==> src/rtl/uart_pm_pkg.sv <==
// uart_pm_pkg: shared constants and state encoding for the uart pattern matcher
package uart_pm_pkg;
  localparam int PM_MAX_LEN = 8;
  localparam int BYTE_W = 8;
  typedef enum logic [1:0] {
    ST_IDLE    = 2'd0,
    ST_LOAD    = 2'd1,
    ST_ARMED   = 2'd2,
    ST_MATCHED = 2'd3
  } pm_state_t;
endpackage

==> src/rtl/pm_window_cmp.sv <==
// pm_window_cmp: byte history shift register with length-masked pattern comparator
module pm_window_cmp
  import uart_pm_pkg::*;
#(
  parameter int MAX_LEN = PM_MAX_LEN,
  parameter int LEN_W = 4
) (
  input  logic                             clk,
  input  logic                             rst,
  input  logic                             shift_en,
  input  logic                             clr,
  input  logic [BYTE_W-1:0]                byte_in,
  input  logic [MAX_LEN-1:0][BYTE_W-1:0]   pattern,
  input  logic [LEN_W-1:0]                 len,
  output logic                             hit
);
  logic [MAX_LEN-2:0][BYTE_W-1:0] hist;
  logic [MAX_LEN-1:0][BYTE_W-1:0] win;
  assign win = {hist, byte_in};
  always_ff @(posedge clk)
    if (rst || clr) hist <= '0;
    else if (shift_en) hist <= win[MAX_LEN-2:0];
  always_comb begin
    hit = 1'b1;
    for (int i = 0; i < MAX_LEN; i++)
      for (int k = 0; k < MAX_LEN; k++)
        if (i + k == int'(len) - 1) hit = hit && (win[i] == pattern[k]);
  end
endmodule

==> src/rtl/uart_pattern_ctrl.sv <==
// uart_pattern_ctrl: loads a byte pattern, then counts sliding-window hits on the rx stream
module uart_pattern_ctrl
  import uart_pm_pkg::*;
#(
  parameter int MAX_LEN = PM_MAX_LEN,
  parameter int LEN_W = 4,
  parameter int CNT_W = 16
) (
  input  logic              sys_clk,
  input  logic              reset,
  input  logic              cfg_start,
  input  logic [LEN_W-1:0]  cfg_len,
  input  logic              cfg_wr,
  input  logic [BYTE_W-1:0] cfg_byte,
  input  logic              arm,
  input  logic              stop_on_match,
  input  logic [BYTE_W-1:0] rx_data,
  input  logic              rx_valid,
  output logic              match_pulse,
  output logic [CNT_W-1:0]  match_count,
  output logic [1:0]        state,
  output logic              cfg_err
);
  localparam logic [LEN_W:0] MAX_V = (LEN_W+1)'(MAX_LEN);
  pm_state_t st, st_nxt;
  logic [MAX_LEN-1:0][BYTE_W-1:0] pattern;
  logic [LEN_W-1:0] len, wptr, fill;
  logic pat_valid, len_ok, live, arm_go, arm_err, wr_go, load_done, shift_en, fill_ok, win_hit, hit_now;
  assign state = st;
  always_ff @(posedge sys_clk)
    if (reset) st <= ST_IDLE;
    else st <= st_nxt;
  always_comb begin
    live = st == ST_ARMED || st == ST_MATCHED;
    len_ok = cfg_len != '0 && {1'b0, cfg_len} <= MAX_V;
    arm_go = !cfg_start && arm && (live || (st == ST_IDLE && pat_valid));
    arm_err = !cfg_start && arm && (st == ST_LOAD || (st == ST_IDLE && !pat_valid));
    wr_go = !cfg_start && cfg_wr && st == ST_LOAD;
    load_done = wr_go && ({1'b0, wptr} + 1'b1 == {1'b0, len});
    shift_en = !cfg_start && !arm && rx_valid && st == ST_ARMED;
    fill_ok = {1'b0, fill} + 1'b1 >= {1'b0, len};
    hit_now = shift_en && win_hit && fill_ok;
    st_nxt = cfg_start ? (len_ok ? ST_LOAD : ST_IDLE) :
             arm_go ? ST_ARMED :
             load_done ? ST_IDLE :
             (hit_now && stop_on_match) ? ST_MATCHED : st;
  end
  always_ff @(posedge sys_clk)
    if (reset) pattern <= '0;
    else
      for (int i = 0; i < MAX_LEN; i++)
        if (wr_go && wptr == LEN_W'(i)) pattern[i] <= cfg_byte;
  always_ff @(posedge sys_clk)
    if (reset) begin
      len <= '0;
      wptr <= '0;
      fill <= '0;
      pat_valid <= 1'b0;
      cfg_err <= 1'b0;
      match_count <= '0;
      match_pulse <= 1'b0;
    end else begin
      match_pulse <= hit_now;
      if (cfg_start) begin
        cfg_err <= !len_ok;
        if (len_ok) begin
          len <= cfg_len;
          wptr <= '0;
          fill <= '0;
          pat_valid <= 1'b0;
        end
      end else if (arm_err) cfg_err <= 1'b1;
      if (wr_go) wptr <= wptr + 1'b1;
      if (load_done) pat_valid <= 1'b1;
      if (arm_go) begin
        fill <= '0;
        match_count <= '0;
      end else begin
        if (shift_en && {1'b0, fill} != MAX_V) fill <= fill + 1'b1;
        if (hit_now && !(&match_count)) match_count <= match_count + 1'b1;
      end
    end
  pm_window_cmp #(.MAX_LEN(MAX_LEN), .LEN_W(LEN_W)) u_win (
    .clk(sys_clk),
    .rst(reset),
    .shift_en(shift_en),
    .clr(cfg_start || arm_go),
    .byte_in(rx_data),
    .pattern(pattern),
    .len(len),
    .hit(win_hit)
  );
endmodule

==> config.mk <==
export PLATFORM = sky130hd
export DESIGN_NAME = uart_pattern_ctrl
export DESIGN_NICKNAME = d
export VERILOG_FILES = /design/src/rtl/uart_pm_pkg.sv /design/src/rtl/pm_window_cmp.sv /design/src/rtl/uart_pattern_ctrl.sv
export SDC_FILE = /design/constraint.sdc
export NUM_CORES = 1
export LEC_CHECK = 0
export CORE_MARGIN = 4
export CORE_UTILIZATION = 39
export DETAILED_ROUTE_END_ITERATION = 10
export PLACE_DENSITY = 0.57
export SKIP_LAST_GASP = 1
export SLEW_MARGIN = 20
export SYNTH_ARGS = -nofsm -noshare
export SYNTH_HDL_FRONTEND = slang
export SYNTH_SLANG_ARGS = --single-unit
==> constraint.sdc <==
create_clock -name sys_clk -period 3.2 [get_ports sys_clk]
set_input_delay 0.8 -clock sys_clk [delete_from_list [all_inputs] [get_ports sys_clk]]
set_output_delay 0.8 -clock sys_clk [all_outputs]
set_load 0.1 [all_outputs]
-- Word-level counts from Yosys, hierarchy flattened
Cells that the tools add are included.
- bits in registers: 153
- input bits: 27
- output and inout port bits: 20
- word-level logic and storage cells: 315
- add/sub/neg operators: 6
- $lt $le $gt $ge: 2
- equal/unequal tests: 90
- muxes and demuxes: 78
- reductions and logical operators: 116
- operators with widths (kind ; number):
    8-bit == test ; 64
    5-bit by 32-bit == test with 1-bit output, first input constant ; 7
    4-bit by 32-bit == test with 1-bit output, first input constant ; 4
    1-bit logical AND ; 88
    1-bit 2-to-1 mux ; 70
    3-bit by 32-bit == test with 1-bit output, first input constant ; 2
    2-bit by 32-bit == test with 1-bit output, first input constant ; 1
    32-bit zero test ; 1
    16-bit by 1-bit adder with 16-bit output, second input constant ; 1
    4-bit by 3-bit == test with 1-bit output, second input constant ; 4
    4-bit 2-to-1 mux ; 4
    16-bit AND reduction ; 1
    2-bit nonzero test ; 7
    4-bit by 1-bit adder with 5-bit output, second input constant ; 2
    4-bit by 1-bit adder with 4-bit output, second input constant ; 2
    4-bit by 2-bit == test with 1-bit output, second input constant ; 2
    2-bit 2-to-1 mux ; 4
    2-bit AND reduction ; 4
    4-bit nonzero test ; 2
    5-bit by 4-bit == test with 1-bit output ; 1
    5-bit by 4-bit greater-or-equal comparator with 1-bit output ; 1
    1-bit zero test ; 5
    1-bit logical OR ; 5
    4-bit by 1-bit subtractor with 5-bit output, second input constant ; 1
    other kinds (8) ; 9

-- Logic depth before layout (Yosys ltp)
- word-level depth: 136
- depth in mapped cells: 12

-- Cells and area by module
Synthesis repeated with hierarchy kept, for this count alone.
- cells, all modules: 1559
- area total of the unflattened synthesis: 13081.3 sq um
- by module, submodules not included (module ; instances ; cells an instance ; area an instance (sq um) ; sequential area each (sq um)):
    pm_window_cmp ; 1 ; 1035 ; 8876.0 ; 1121.1
    uart_pattern_ctrl ; 1 ; 524 ; 4205.3 ; 1941.9

-- Worst setup path after synthesis
No wires, ideal clock.
- path kind: input -> register
- start: in rx_data[5]
- end: reg st[0] (netlist: state[0])
- library setup time: 0.096 ns
- arrival: 2.928 ns
- slack: 0.176 ns
- stages on the path: 9
- buffers on the path: 1
- cell sequence: buf_2 xor2_1 nor4_2 nand4_1 a32o_1 a2111oi_2 nand2_1 or4_1 o41ai_2
- longest elaborated chain between the ends: 132
- ends and longest elaborated chain (element ; line ; text):
    start: declaration ; uart_pattern_ctrl.sv:17 ; input logic [BYTE_W-1:0] rx_data,
    8-bit == test ; pm_window_cmp.sv:27 ; if (i + k == int'(len) - 1) hit = hit && (win[i] == pattern[k]);
    1-bit 2-to-1 mux ; pm_window_cmp.sv:27 ;
    1-bit logical AND ; pm_window_cmp.sv:27 ;
    1-bit 2-to-1 mux ; pm_window_cmp.sv:27 ;
    1-bit logical AND ; pm_window_cmp.sv:27 ;
    1-bit 2-to-1 mux ; pm_window_cmp.sv:27 ;
    1-bit logical AND ; pm_window_cmp.sv:27 ;
    1-bit 2-to-1 mux ; pm_window_cmp.sv:27 ;
    [115 not listed] ; - ;
    1-bit 2-to-1 mux (*) ; pm_window_cmp.sv:27 ;
    1-bit logical AND ; pm_window_cmp.sv:27 ;
    1-bit 2-to-1 mux (*) ; pm_window_cmp.sv:27 ;
    1-bit logical AND ; pm_window_cmp.sv:27 ;
    1-bit 2-to-1 mux (*) ; pm_window_cmp.sv:27 ;
    1-bit logical AND (*) (2 in series) ; uart_pattern_ctrl.sv:42 ; hit_now = shift_en && win_hit && fill_ok;
    1-bit logical AND (*) ; uart_pattern_ctrl.sv:46 ; (hit_now && stop_on_match) ? ST_MATCHED : st;
    4-bit nonzero test (no source line) (*) ; - ;
    end signal: assignment ; uart_pattern_ctrl.sv:32 ; else st <= st_nxt;
    end: declaration ; uart_pattern_ctrl.sv:25 ; pm_state_t st, st_nxt;
Mark *: on every way between the ends. The rest lies on a longest branch, timed or not.
A chain may end at the register's enable or synchronous reset.

-- Worst setup path after layout
- start: in rx_data[2]
- end: reg match_count[15]
- longest elaborated chain between the ends: 131
- ends and longest elaborated chain (element ; line ; text):
    8-bit == test ; pm_window_cmp.sv:27 ;
    1-bit 2-to-1 mux ; pm_window_cmp.sv:27 ;
    1-bit logical AND ; pm_window_cmp.sv:27 ;
    1-bit 2-to-1 mux ; pm_window_cmp.sv:27 ;
    1-bit logical AND ; pm_window_cmp.sv:27 ;
    1-bit 2-to-1 mux ; pm_window_cmp.sv:27 ;
    1-bit logical AND ; pm_window_cmp.sv:27 ;
    1-bit 2-to-1 mux ; pm_window_cmp.sv:27 ;
    [114 not listed] ; - ;
    1-bit logical AND ; pm_window_cmp.sv:27 ;
    1-bit 2-to-1 mux (*) ; pm_window_cmp.sv:27 ;
    1-bit logical AND ; pm_window_cmp.sv:27 ;
    1-bit 2-to-1 mux (*) ; pm_window_cmp.sv:27 ;
    1-bit logical AND ; pm_window_cmp.sv:27 ;
    1-bit 2-to-1 mux (*) ; pm_window_cmp.sv:27 ;
    1-bit logical AND (*) (2 in series) ; uart_pattern_ctrl.sv:42 ;
    1-bit logical AND (*) ; uart_pattern_ctrl.sv:80 ; if (hit_now && !(&match_count)) match_count <= match_count + 1'b1;
    end signal: assignment ; uart_pattern_ctrl.sv:80 ;
    end: declaration ; uart_pattern_ctrl.sv:20 ; output logic [CNT_W-1:0] match_count,
Marks and branches as above.

==> impl_metrics.ini <==
[pwr]
switching_share = 0.273
finalPower_mw = 4.32
seq_power_share = 0.445
pwr-share-comb = 0.085
clockPowerShare = 0.471
internal_power_mw = 3.14
cellPowerDensity_nw_per_um2 = 264
ir_drop_v = 0.000381
power.static_leakage_nw = 8.32
net-switching-power_mw = 1.18

[placement]
detailedPlace.worstSlack_ns = -0.692
globalplace.congestion = 1.14
numPortBuffers = 46
dp_hpwl_mm = 46.5
dpl_cell_area_sq_um = 15600

[routing]
met1_length_mm = 25.6
first_iter_violations = 1351
wire_per_inst_um = 27.5
route.met2.wl_mm = 25.7
detailroute.via_count = 12800
highest_signal_layer = met4
detail-route-antenna-nets = 0
detailroute.wirelength.met3_mm = 6.07
detail_route.drc_violations = 0
detailedRoute.firstPassIterationCount = 5
route.detailed.vias_per_inst = 5.78
drt_wl_total_mm = 60.8

[final_layout]
layout.filler_cells = 3038
postLayoutCellArea_sq_um = 16400
layout.cells.most_common_list = sky130_fd_sc_hd__xor2_1, sky130_fd_sc_hd__nand2_1, sky130_fd_sc_hd__buf_4, sky130_fd_sc_hd__a21oi_1, sky130_fd_sc_hd__dfxtp_1
syn2layout_area_growth_pct = 30.7
post_route_cells_drive_above_1_share = 0.224
finalCoreUtilization = 0.518
antennaDiodeCount = 0
layout_commonest_cell = sky130_fd_sc_hd__xor2_1
nets_finish = 1833

[grt]
grt_antenna_before_repair = 1
grt_pass1_vias = 12400
overflow = 0
grt_usage = 0.339
wire_length_of_the_first_global_routing_pass_mm = 87.7
maximum_number_of_pins_on_one_net_before_global_route_repair = 81

[clock_tree]
cts_sinks = 153
cts-root-to-sink-buffers = 2
clk_pin_slew_worst_paths_ns = 0.08
hold_buffer_count_at_cts = 0
cts.root.buffer_cell = sky130_fd_sc_hd__clkbuf_16
htree_num_levels = 4
clock_tree_from_tritoncts = built
tritoncts.num_buffers = 17
worstSkewPairLatency_ns = 0.46

[synthesis]
synth_ff_type = sky130_fd_sc_hd__dfxtp_1
number_of_distinct_standard_cells_referenced_by_the_synthesized_netlist = 48
synth_sequential_area_ratio = 0.244
syn_nets = 1657
ys.warnings.count = 0
syn-instance-count = 1619
number_of_synthesized_flops_with_an_enable_pin = 0
syn_area_sq_um = 12500
async_reset_ff_frac = 0
ys_ff_latch = 153
avgSynthCellArea_sq_um = 7.74

[sta]
timing.max_slew.rel_slack = 0.415
setup_viol = 0
whs_ns = 0.473
worst_pin_slew_ns = 0.877
timing_max_transition_violations_final = 0
final_hold_viol_count = 0
min_period_ns = 3.17
maxClockFrequency_mhz = 316
fin_ws_ns = 0.0326
skew_ns = 0.0159
final_min_period_over_clock_period = 0.990

[worst_setup_path]
slowest_delay_ns = 0.51
critical_path.n_buffers_inverters = 2
cp.required_ns = 3.59
setup.worst_path.class = in2reg
worstPathCellList = dlygate4sd2_1 -> buf_12 -> xor2_1 -> nor4_2 -> nand4_1 -> a32o_2 -> a2111oi_4 -> nand2_2 -> nand4b_4 -> or4_4 -> a21oi_2
worst-endpoint-arrival_ns = 3.56
critical-path-top-delay-family = simple AND/OR/NAND/NOR gates
startpoint_type = primary input
cp_max_fo = 8
cpMaxStageDelayCell = sky130_fd_sc_hd__or4_4
endpoint_kind_of_the_worst_setup_timing_path = flip-flop

[floorplanning]
die-height_um = 187
io_pins = 47
initial_core_util = 0.396
core-area_sq_um = 31600
die_w_um = 187
std_cell_rows = 65
floorplan.die_area_sq_um = 35100

[min_path]
min-delay-path-class = reg2reg

[outcome]
run_status = finished clean

[flow_run]
drv_cap = 0
==> worst reg2reg max path: stages (launching register included) <==
cell,delay [ns]
sky130_fd_sc_hd__dfxtp_1,0.36
sky130_fd_sc_hd__buf_4,0.18
sky130_fd_sc_hd__buf_4,0.16
sky130_fd_sc_hd__xor2_1,0.19
sky130_fd_sc_hd__nor4_2,0.25
sky130_fd_sc_hd__nand4_1,0.23
sky130_fd_sc_hd__a32o_2,0.35
sky130_fd_sc_hd__a2111oi_4,0.32
sky130_fd_sc_hd__nand2_2,0.16
sky130_fd_sc_hd__nand4b_4,0.24
sky130_fd_sc_hd__or4_4,0.51
sky130_fd_sc_hd__a21oi_2,0.15
==> area by class of cell <==
type / instances / area [sq um] / share of cell area
timing repair buffer: 340 / 3540 / 0.216
sequential: 153 / 3090 / 0.189
tap: 402 / 503 / 0.0307
clock inverter: 14 / 139 / 0.00848
multi-input combinational: 1268 / 8630 / 0.527
clock buffer: 17 / 425 / 0.0260
inverter: 15 / 56.3 / 0.00344
==> synth_stat cells (2+ instances only) <==
library cell / count / area share
sky130_fd_sc_hd__nor3b_1: 2 / 0.0012
sky130_fd_sc_hd__and2_1: 5 / 0.0025
sky130_fd_sc_hd__o31ai_1: 2 / 0.0012
sky130_fd_sc_hd__a21oi_1: 144 / 0.057
sky130_fd_sc_hd__nor4_1: 106 / 0.053
sky130_fd_sc_hd__a31o_2: 4 / 0.0028
sky130_fd_sc_hd__o21ai_0: 9 / 0.0036
sky130_fd_sc_hd__ha_1: 11 / 0.011
sky130_fd_sc_hd__nor4_2: 2 / 0.0020
sky130_fd_sc_hd__and3_1: 5 / 0.0025
sky130_fd_sc_hd__a31oi_1: 3 / 0.0015
sky130_fd_sc_hd__nor3_1: 4 / 0.0016
sky130_fd_sc_hd__xor2_1: 395 / 0.28
sky130_fd_sc_hd__nor2b_1: 5 / 0.0025
sky130_fd_sc_hd__clkbuf_1: 43 / 0.013
sky130_fd_sc_hd__inv_1: 15 / 0.0045
sky130_fd_sc_hd__clkbuf_2: 8 / 0.0032
sky130_fd_sc_hd__nand4_1: 60 / 0.030
sky130_fd_sc_hd__a32o_1: 2 / 0.0016
sky130_fd_sc_hd__buf_4: 12 / 0.0072
sky130_fd_sc_hd__buf_1: 6 / 0.0018
sky130_fd_sc_hd__buf_2: 105 / 0.042
sky130_fd_sc_hd__buf_6: 10 / 0.0090
sky130_fd_sc_hd__mux2i_1: 5 / 0.0040
sky130_fd_sc_hd__xnor2_1: 127 / 0.089
sky130_fd_sc_hd__nand2_1: 260 / 0.078
sky130_fd_sc_hd__or4_1: 6 / 0.0036
sky130_fd_sc_hd__nand3_1: 56 / 0.022
sky130_fd_sc_hd__dfxtp_1: 153 / 0.24
sky130_fd_sc_hd__nor2_1: 23 / 0.0069
sky130_fd_sc_hd__nand2b_1: 4 / 0.0020
sky130_fd_sc_hd__o211ai_1: 5 / 0.0030
sky130_fd_sc_hd__or3_1: 5 / 0.0025
sky130_fd_sc_hd__a211oi_1: 3 / 0.0018
==> metrics by stage <==
| step | setup TNS (ns) | std cells |
|---|---|---|
| 2_1_floorplan | 0 | 1619 |
| 3_3_place_gp | -10.45 | 2170 |
| 3_5_place_dp | -10.78 | 2170 |
| 4_1_cts | 0 | 2210 |
| 5_1_grt | -0.0224 | 2209 |
| 6_report | 0 | 2209 |
==> power by group through the flow <==
stage               Clock, mW  Combinational [mW]  Sequential, mW
finish                   2.03               0.365            1.92
global route             2.14               0.385            1.92
CTS                      2.07               0.357            1.92
detailed placement          0               0.345            1.97
global placement            0               0.345            1.96
floorplan                   0               0.181            1.97
==> cell families after synthesis <==
| group | Yosys count | synth area share |
|---|---|---|
| and+or+nand+nor | 550 | 0.217 |
| xor gates and xnor gates | 522 | 0.365 |
| buffers and inverters | 199 | 0.0805 |
| AOI/OAI and AO/OA | 179 | 0.0788 |
| DFF | 153 | 0.244 |
| adders and majority gates | 11 | 0.0110 |
| muxes | 5 | 0.00399 |
==> flip-flops by register name, summed over array words and instances (netlist names), 2 cells and up <==
register	count
match_count	16
fill	4
pattern	64
u_win.hist	56
state	2
wptr	4
len	4
==> layer usage <==
metal / up-vias / GRT usage
li1: 5716 / -
met3: 194 / 0.0920
met5: - / 0
met1: 6198 / 0.452
met2: 671 / 0.503
met4: 0 / 0.172
==> worst paths after layout <==
| check | end | startpoint | cells after the start | slack (ns) |
|---|---|---|---|---|
| setup / recovery | match_count[15] | rx_data[2] | 11 | 0.03 |
| hold / removal | pattern[11] | pattern[11] | 2 | 0.47 |
| setup reg to reg | match_count[15] | pattern[13] | 11 | 0.05 |
| hold reg to reg | pattern[11] | pattern[11] | 2 | 0.47 |
==> repair_timing <==
action                                  CTS  global route
endpoints found under the setup margin   16            17
pin swaps                                17            24
cloned                                    1             0
resized for setup                        21            40
buffers inserted                          8             1
No activity file was read; power rests on OpenSTA's default activity.
